**src/rtl/temp_sample_ctrl.sv**
```systemverilog
// Temperature sample sequencer: paces sensor reads, hands each reading to the
// monitor with a one-cycle strobe, and latches an alarm on emergency state.
// Optional build macro TEMP_RANGE_CHECK_EN rejects the disconnected-sensor
// code (63 + 15/16) as a sensor fault instead of forwarding it.
module temp_sample_ctrl #(
  parameter int unsigned PERIOD  = 1000,
  parameter int unsigned TIMEOUT = 64
) (
  input  logic       clk,
  input  logic       rst,
  input  logic       enable,
  output logic       sens_req,
  input  logic       sens_ack,
  input  logic [5:0] sens_temp,
  input  logic [3:0] sens_frac,
  output logic [5:0] mon_temp,
  output logic [3:0] mon_frac,
  output logic       mon_stb,
  output logic       mon_rst,
  input  logic [3:0] mon_state,
  output logic       alarm,
  input  logic       alarm_clr,
  output logic       fault,
  output logic [7:0] sample_cnt
);

  localparam int unsigned PW = $clog2(PERIOD);
  localparam int unsigned TW = $clog2(TIMEOUT);
  localparam logic [PW-1:0] PERIOD_LD  = PW'(PERIOD - 1);
  localparam logic [TW-1:0] TIMEOUT_LD = TW'(TIMEOUT - 1);

  localparam logic [2:0] IDLE      = 3'd0;
  localparam logic [2:0] WAIT_TICK = 3'd1;
  localparam logic [2:0] REQ       = 3'd2;
  localparam logic [2:0] STROBE    = 3'd3;
  localparam logic [2:0] EVAL      = 3'd4;
  localparam logic [2:0] HALT      = 3'd5;
  localparam logic [2:0] CLR       = 3'd6;

  localparam logic [3:0] MON_EMERGENCY = 4'd3;

  logic [2:0]    state, state_nxt;
  logic [PW-1:0] per_cnt, per_nxt;
  logic [TW-1:0] to_cnt, to_nxt;
  logic          req_nxt, stb_nxt, mrst_nxt, alarm_nxt, fault_nxt;
  logic [5:0]    temp_nxt;
  logic [3:0]    frac_nxt;
  logic [7:0]    cnt_nxt;
  logic          reject;

  // Disconnected-sensor detection (all-ones reading)
`ifdef TEMP_RANGE_CHECK_EN
  assign reject = (sens_temp == 6'h3F) && (sens_frac == 4'hF);
`else
  assign reject = 1'b0;
`endif

  // Next-state and next-output decode
  always_comb begin
    state_nxt = state;
    per_nxt   = per_cnt;
    to_nxt    = to_cnt;
    req_nxt   = sens_req;
    temp_nxt  = mon_temp;
    frac_nxt  = mon_frac;
    stb_nxt   = 1'b0;
    mrst_nxt  = 1'b0;
    alarm_nxt = alarm;
    fault_nxt = fault;
    cnt_nxt   = sample_cnt;

    // Operator clear outside HALT only drops the sensor fault; a new fault
    // raised in the same cycle below still takes precedence.
    if (alarm_clr && (state != HALT)) begin
      fault_nxt = 1'b0;
    end

    case (state)
      IDLE: begin
        if (enable) begin
          state_nxt = WAIT_TICK;
          per_nxt   = PERIOD_LD;
        end
      end
      WAIT_TICK: begin
        if (!enable) begin
          state_nxt = IDLE;
        end else if (per_cnt == '0) begin
          state_nxt = REQ;
          req_nxt   = 1'b1;
          to_nxt    = TIMEOUT_LD;
        end else begin
          per_nxt = per_cnt - PW'(1);
        end
      end
      REQ: begin
        if (!enable) begin
          state_nxt = IDLE;
          req_nxt   = 1'b0;
        end else if (sens_ack) begin
          // Ack beats a simultaneous timeout expiry
          req_nxt = 1'b0;
          if (reject) begin
            fault_nxt = 1'b1;
            state_nxt = WAIT_TICK;
            per_nxt   = PERIOD_LD;
          end else begin
            temp_nxt  = sens_temp;
            frac_nxt  = sens_frac;
            stb_nxt   = 1'b1;
            state_nxt = STROBE;
          end
        end else if (to_cnt == '0) begin
          req_nxt   = 1'b0;
          fault_nxt = 1'b1;
          state_nxt = WAIT_TICK;
          per_nxt   = PERIOD_LD;
        end else begin
          to_nxt = to_cnt - TW'(1);
        end
      end
      STROBE: begin
        // The strobe already went out, so count it even on abort
        cnt_nxt   = sample_cnt + 8'd1;
        state_nxt = enable ? EVAL : IDLE;
      end
      EVAL: begin
        if (!enable) begin
          state_nxt = IDLE;
        end else if (mon_state == MON_EMERGENCY) begin
          alarm_nxt = 1'b1;
          state_nxt = HALT;
        end else begin
          state_nxt = WAIT_TICK;
          per_nxt   = PERIOD_LD;
        end
      end
      HALT: begin
        if (alarm_clr) begin
          mrst_nxt  = 1'b1;
          state_nxt = CLR;
        end
      end
      CLR: begin
        alarm_nxt = 1'b0;
        fault_nxt = 1'b0;
        state_nxt = IDLE;
      end
      default: begin
        state_nxt = IDLE;
      end
    endcase
  end

  // State, counters and registered outputs
  always_ff @(posedge clk or posedge rst) begin
    if (rst) begin
      state      <= IDLE;
      per_cnt    <= '0;
      to_cnt     <= '0;
      sens_req   <= 1'b0;
      mon_temp   <= 6'd0;
      mon_frac   <= 4'd0;
      mon_stb    <= 1'b0;
      mon_rst    <= 1'b0;
      alarm      <= 1'b0;
      fault      <= 1'b0;
      sample_cnt <= 8'd0;
    end else begin
      state      <= state_nxt;
      per_cnt    <= per_nxt;
      to_cnt     <= to_nxt;
      sens_req   <= req_nxt;
      mon_temp   <= temp_nxt;
      mon_frac   <= frac_nxt;
      mon_stb    <= stb_nxt;
      mon_rst    <= mrst_nxt;
      alarm      <= alarm_nxt;
      fault      <= fault_nxt;
      sample_cnt <= cnt_nxt;
    end
  end

endmodule

```
**config.mk**
```make
export PLATFORM = sky130hd
export DESIGN_NAME = temp_sample_ctrl
export DESIGN_NICKNAME = d
export VERILOG_FILES = /design/src/rtl/temp_sample_ctrl.sv
export SDC_FILE = /design/constraint.sdc
export NUM_CORES = 1
export LEC_CHECK = 0
export ABC_AREA = 1
export BUFFER_PORTS_ARGS = -buffer_cell sky130_fd_sc_hd__buf_4
export CAP_MARGIN = 20
export CORE_MARGIN = 5
export CORE_UTILIZATION = 60
export DETAILED_ROUTE_END_ITERATION = 8
export GPL_ROUTABILITY_DRIVEN = 1
export PLACE_DENSITY = 0.85
export SLEW_MARGIN = 0
export SYNTH_ARGS = -nofsm -noshare
export SYNTH_HDL_FRONTEND = slang
export SYNTH_SLANG_ARGS = --single-unit
```
**constraint.sdc**
```tcl
create_clock -name clk -period 2.7 [get_ports clk]
set_input_delay 0.27 -clock clk [delete_from_list [all_inputs] [get_ports clk]]
set_output_delay 0.27 -clock clk [all_outputs]
set_load 0.005 [all_outputs]
```
==> results <==
- The top cell types in the final layout, fill and taps aside, are sky130_fd_sc_hd__nand2_1, sky130_fd_sc_hd__dfrtp_1, sky130_fd_sc_hd__buf_4.
- The final HPWL from detailed placement is 3.88 mm.
- Of the synthesized area, sequential elements account for 45.0%.
- On the critical path, the stage with the largest delay is an instance of sky130_fd_sc_hd__dfrtp_1.
- In this run, post-CTS repair resized a total of 0 instances.
- The detail route stage leaves a number of antenna-violating nets equal to 0.
- The mean instance size in the synthesized netlist is 7.49 um^2.
- The number of cells on the worst reg-to-reg path is 7.
- The first-pass GRT wire length is 9.23 mm.
- The share of the synthesized netlist area taken by xor and xnor gates is 3.75%.
- The largest fanout on the critical path is 12.
- The total leakage power is 1.54 nW.
- The power consumption is 3.01 mW.
- Clock-pin slew was measured on the worst setup and hold paths at 0.09 ns.
- Row generation in the floorplan step produced 22 rows.
- The post-detailed-route wirelength per cell is 13.0 um.
- The insertion delay of the later-clocked pin in the worst-skew pair is 0.30 ns.
- Cells fill 75.8% of the core in the end.
- The worst path uses 65.4% of the clock period.
- The critical path class is register to register.
- The remaining design rule violation count is 0.
- In the global route stage, overall resource usage came out at 22.0%.
- The net total in the final layout is 382.
- The netlist area before placement is 2340 um^2.
- The number of standard cells after synthesis is 312.
- The via count of the first global-routing pass is 2123.
- After Yosys synthesis, and, or, nand and nor cells account for 40.3% of the synthesized area.
- Combinational cells account for 46.1% of the total power.
- The sort of element at the end of the critical path is a register.
- Once the clock tree was built, the setup fixing pass inserted 0 buffers.
- The library cell used as clock root buffer is sky130_fd_sc_hd__clkbuf_8.
- The cell seen most often among critical-path stages is sky130_fd_sc_hd__nand2_1.
- The final max-slew violation count is 0.
- Of the post-synthesis cell area, the part taken by muxes is 0%.
- Power spread over the standard cell area amounts to 1070 nW/um^2.
- The largest net degree at the start of global routing is 43.
- The core area is 3720 um^2.
- The buffer depth of the longest clock path is 2.
- The final-layout worst hold slack is 0.0913 ns.
- The routed design has 5.30 mm of wire.
- The worst setup path is launched from a register.
- The signal on the critical path passes through inv_2, nand3_4, inv_2, nand2_1, inv_1, nand2_1, nand2_1.
- The number of buffers created by CTS is 5.
- The longest individual stage delay on the worst path is 0.45 ns.
- The share of cells above drive strength 1 is 19.4%.
- The initial utilization of the core area, before any placement, comes to 62.9%.
- At the end of routability-driven placement, the weighted congestion stood at 0.820.
- Setup repair after global routing left no endpoint under its margin.
- At the pin with the least slew margin, the transition time is 0.516 ns.
- The synthesized flop and latch total is 42.
- The register-to-register setup slack is 0.94 ns.
- The flow ran to the end, and the final reports show no timing, DRC or antenna violations.
- The aggregate negative setup slack is 0 ns.
- For the worst setup path, the data required time is 2.94 ns.
- The worst register-to-register path begins at state[2].
- In this run the number of H-tree levels came out at 2.
- The first TritonRoute pass finished after 4 iterations.
- The clock network is responsible for 16.8% of the overall power.
- The internal power of the cells totals 1.71 mW.
- The sequential group share of total power is 37.0%.
- The largest clock skew in the final design is 0.0111 ns.
- The number of distinct standard cells referenced by the synthesized netlist is 24.
- The CTS tree is done.
- The number of maximum-capacitance constraint violations is 0.
- The number of ports placed on the die boundary is 42.
- The number of endpoints with negative hold slack in the final report came to 0.
- The synthesized netlist devotes 2.14% of its cell area to adder and majority cells.
- Derived from the worst setup path, the maximum achievable clock frequency is 567 MHz.
- The switching share of power is 43.3%.
- Leaving out fill and tap cells, the most frequent cell in the layout is sky130_fd_sc_hd__nand2_1.
- Relative to the synthesized area, the layout overhead comes to 20.4%.
- The first routing iteration left 153 violations.
- Measured along the x axis, the die boundary spans 72.4 um.
- The initial antenna violation count was 0.
- The arrival time reported for the critical path endpoint is 2.01 ns.
- The total overflow left after global routing is 0.
- Buffers placed on the I/O ports in this run total 41.
- The floorplan step defined a die boundary enclosing 5240 um^2.
- In this run the critical register-to-register path is captured at mon_temp[0].
- The max-slew headroom at the worst pin is 65.6%.
- The final setup violation count is 0.
- The number of nets handed over by synthesis was 335.
- The clock period could shrink to 1.76 ns.
- The floorplan die height is 72.4 um.
- The class of the tightest hold or removal check is input pin to async pin.
- The number of vias per cell is 5.19.
- The switching power total is 1.30 mW.
- The complex-gate fraction of the synthesized area is 2.78%.
- For this design, the sink count on the clock tree is 42.
- Buffers inserted to repair hold after CTS numbered 0.
- The detailed router placed 2118 vias in this run.
- The number of antenna cells inserted is 0.
- The worst ir drop on vdd is 616 uV.
- Yosys printed 0 warnings.
- The largest family of logic cells by synthesized area is simple AND/OR/NAND/NOR gates.
[sequential cells by signal, summed over array words and instances (netlist names)]
signal	count
per_cnt	10
state	3
alarm	1
mon_temp	6
mon_stb	1
mon_frac	4
sample_cnt	8
to_cnt	6
fault	1
mon_rst	1
sens_req	1
[stage by stage]
| stage | worst slack (ns) | cells | cell area (um^2) |
|---|---|---|---|
| 2_1_floorplan | 1.17 | 312 | 2340 |
| 6_report | 0.935 | 408 | 2820 |
| 3_3_place_gp | 0.981 | 400 | 2700 |
| 3_5_place_dp | 0.955 | 400 | 2700 |
| 5_1_grt | 0.747 | 408 | 2820 |
| 4_1_cts | 0.942 | 408 | 2820 |
[kinds of logic (layout without fill, tap and decap cells)]
family	Yosys count	after routing
DFF	42	42
buffers and inverters	37	85
xor gates and xnor gates	10	10
and+or+nand+nor	207	207
adders and majority gates	4	4
AOI/OAI and AO/OA	12	12
[synthesized netlist by cell type]
cell | n | area (um^2)
sky130_fd_sc_hd__nand4_1 | 8 | 50.1
sky130_fd_sc_hd__nand3b_1 | 5 | 37.5
sky130_fd_sc_hd__xnor2_1 | 4 | 35.0
sky130_fd_sc_hd__a21oi_1 | 5 | 25.0
sky130_fd_sc_hd__nand2_4 | 1 | 11.3
sky130_fd_sc_hd__nor3_1 | 5 | 25.0
sky130_fd_sc_hd__nand3_1 | 21 | 105
sky130_fd_sc_hd__inv_2 | 5 | 18.8
sky130_fd_sc_hd__nand2_1 | 123 | 462
sky130_fd_sc_hd__nand3_2 | 4 | 40.0
sky130_fd_sc_hd__inv_1 | 30 | 113
sky130_fd_sc_hd__nor2_2 | 2 | 12.5
sky130_fd_sc_hd__or2_2 | 1 | 6.26
sky130_fd_sc_hd__o21ai_0 | 5 | 25.0
sky130_fd_sc_hd__nor2_1 | 30 | 113
sky130_fd_sc_hd__nor3_4 | 2 | 32.5
sky130_fd_sc_hd__nand2_2 | 3 | 18.8
sky130_fd_sc_hd__dfrtp_1 | 42 | 1050
sky130_fd_sc_hd__nand3_4 | 1 | 17.5
sky130_fd_sc_hd__ha_1 | 4 | 50.1
sky130_fd_sc_hd__buf_2 | 2 | 10.0
sky130_fd_sc_hd__xor2_1 | 6 | 52.6
sky130_fd_sc_hd__nor2_4 | 1 | 11.3
sky130_fd_sc_hd__o211ai_1 | 2 | 15.0
[area by class of cell]
class / count / area, um^2
clock buffer: 5 / 68.8
clock inverter: 3 / 43.8
fill: 262 / 901
inverter: 35 / 131
multi-input combinational: 233 / 1140
sequential: 42 / 1050
tap: 48 / 60.1
timing repair buffer: 42 / 315
[power groups by stage]
stage          combinational (mW)  clock [mW]  sequential [mW]
2_1_floorplan               0.978           0             1.08
3_3_place_gp                 1.34           0             1.11
3_5_place_dp                 1.39           0             1.12
4_1_cts                      1.39       0.514             1.11
5_1_grt                      1.60       0.541             1.16
6_report                     1.39       0.506             1.11
[routing by layer]
layer | GRT usage (%) | vias to the layer above | wire length, um | share of wire [%]
met5 | 0 | - | 0 | 0
met3 | 5.54 | 9 | 297 | 5.6
met2 | 38.0 | 54 | 2700 | 51
met4 | 5.53 | 0 | 65 | 1.2
met1 | 27.6 | 986 | 2230 | 42
li1 | - | 1069 | - | -
[worst max-delay path, delay by kind of cell (launching register included)]
kind	cells	cell delay, ns
buf+inv	3	0.69
simple gates	4	0.58
flops	1	0.45
[how the worst max path moves through the flow]
stage / startpoint / to / cells after the start
global route: state[2] / mon_temp[0] / 7
floorplan: per_cnt[0] / to_cnt[5] / 9
finish: state[2] / mon_temp[0] / 7
global placement: state[2] / mon_temp[5] / 7
detailed placement: state[2] / mon_frac[1] / 7
CTS: state[2] / mon_temp[0] / 7
No activity file was read; power rests on OpenSTA's default activity.
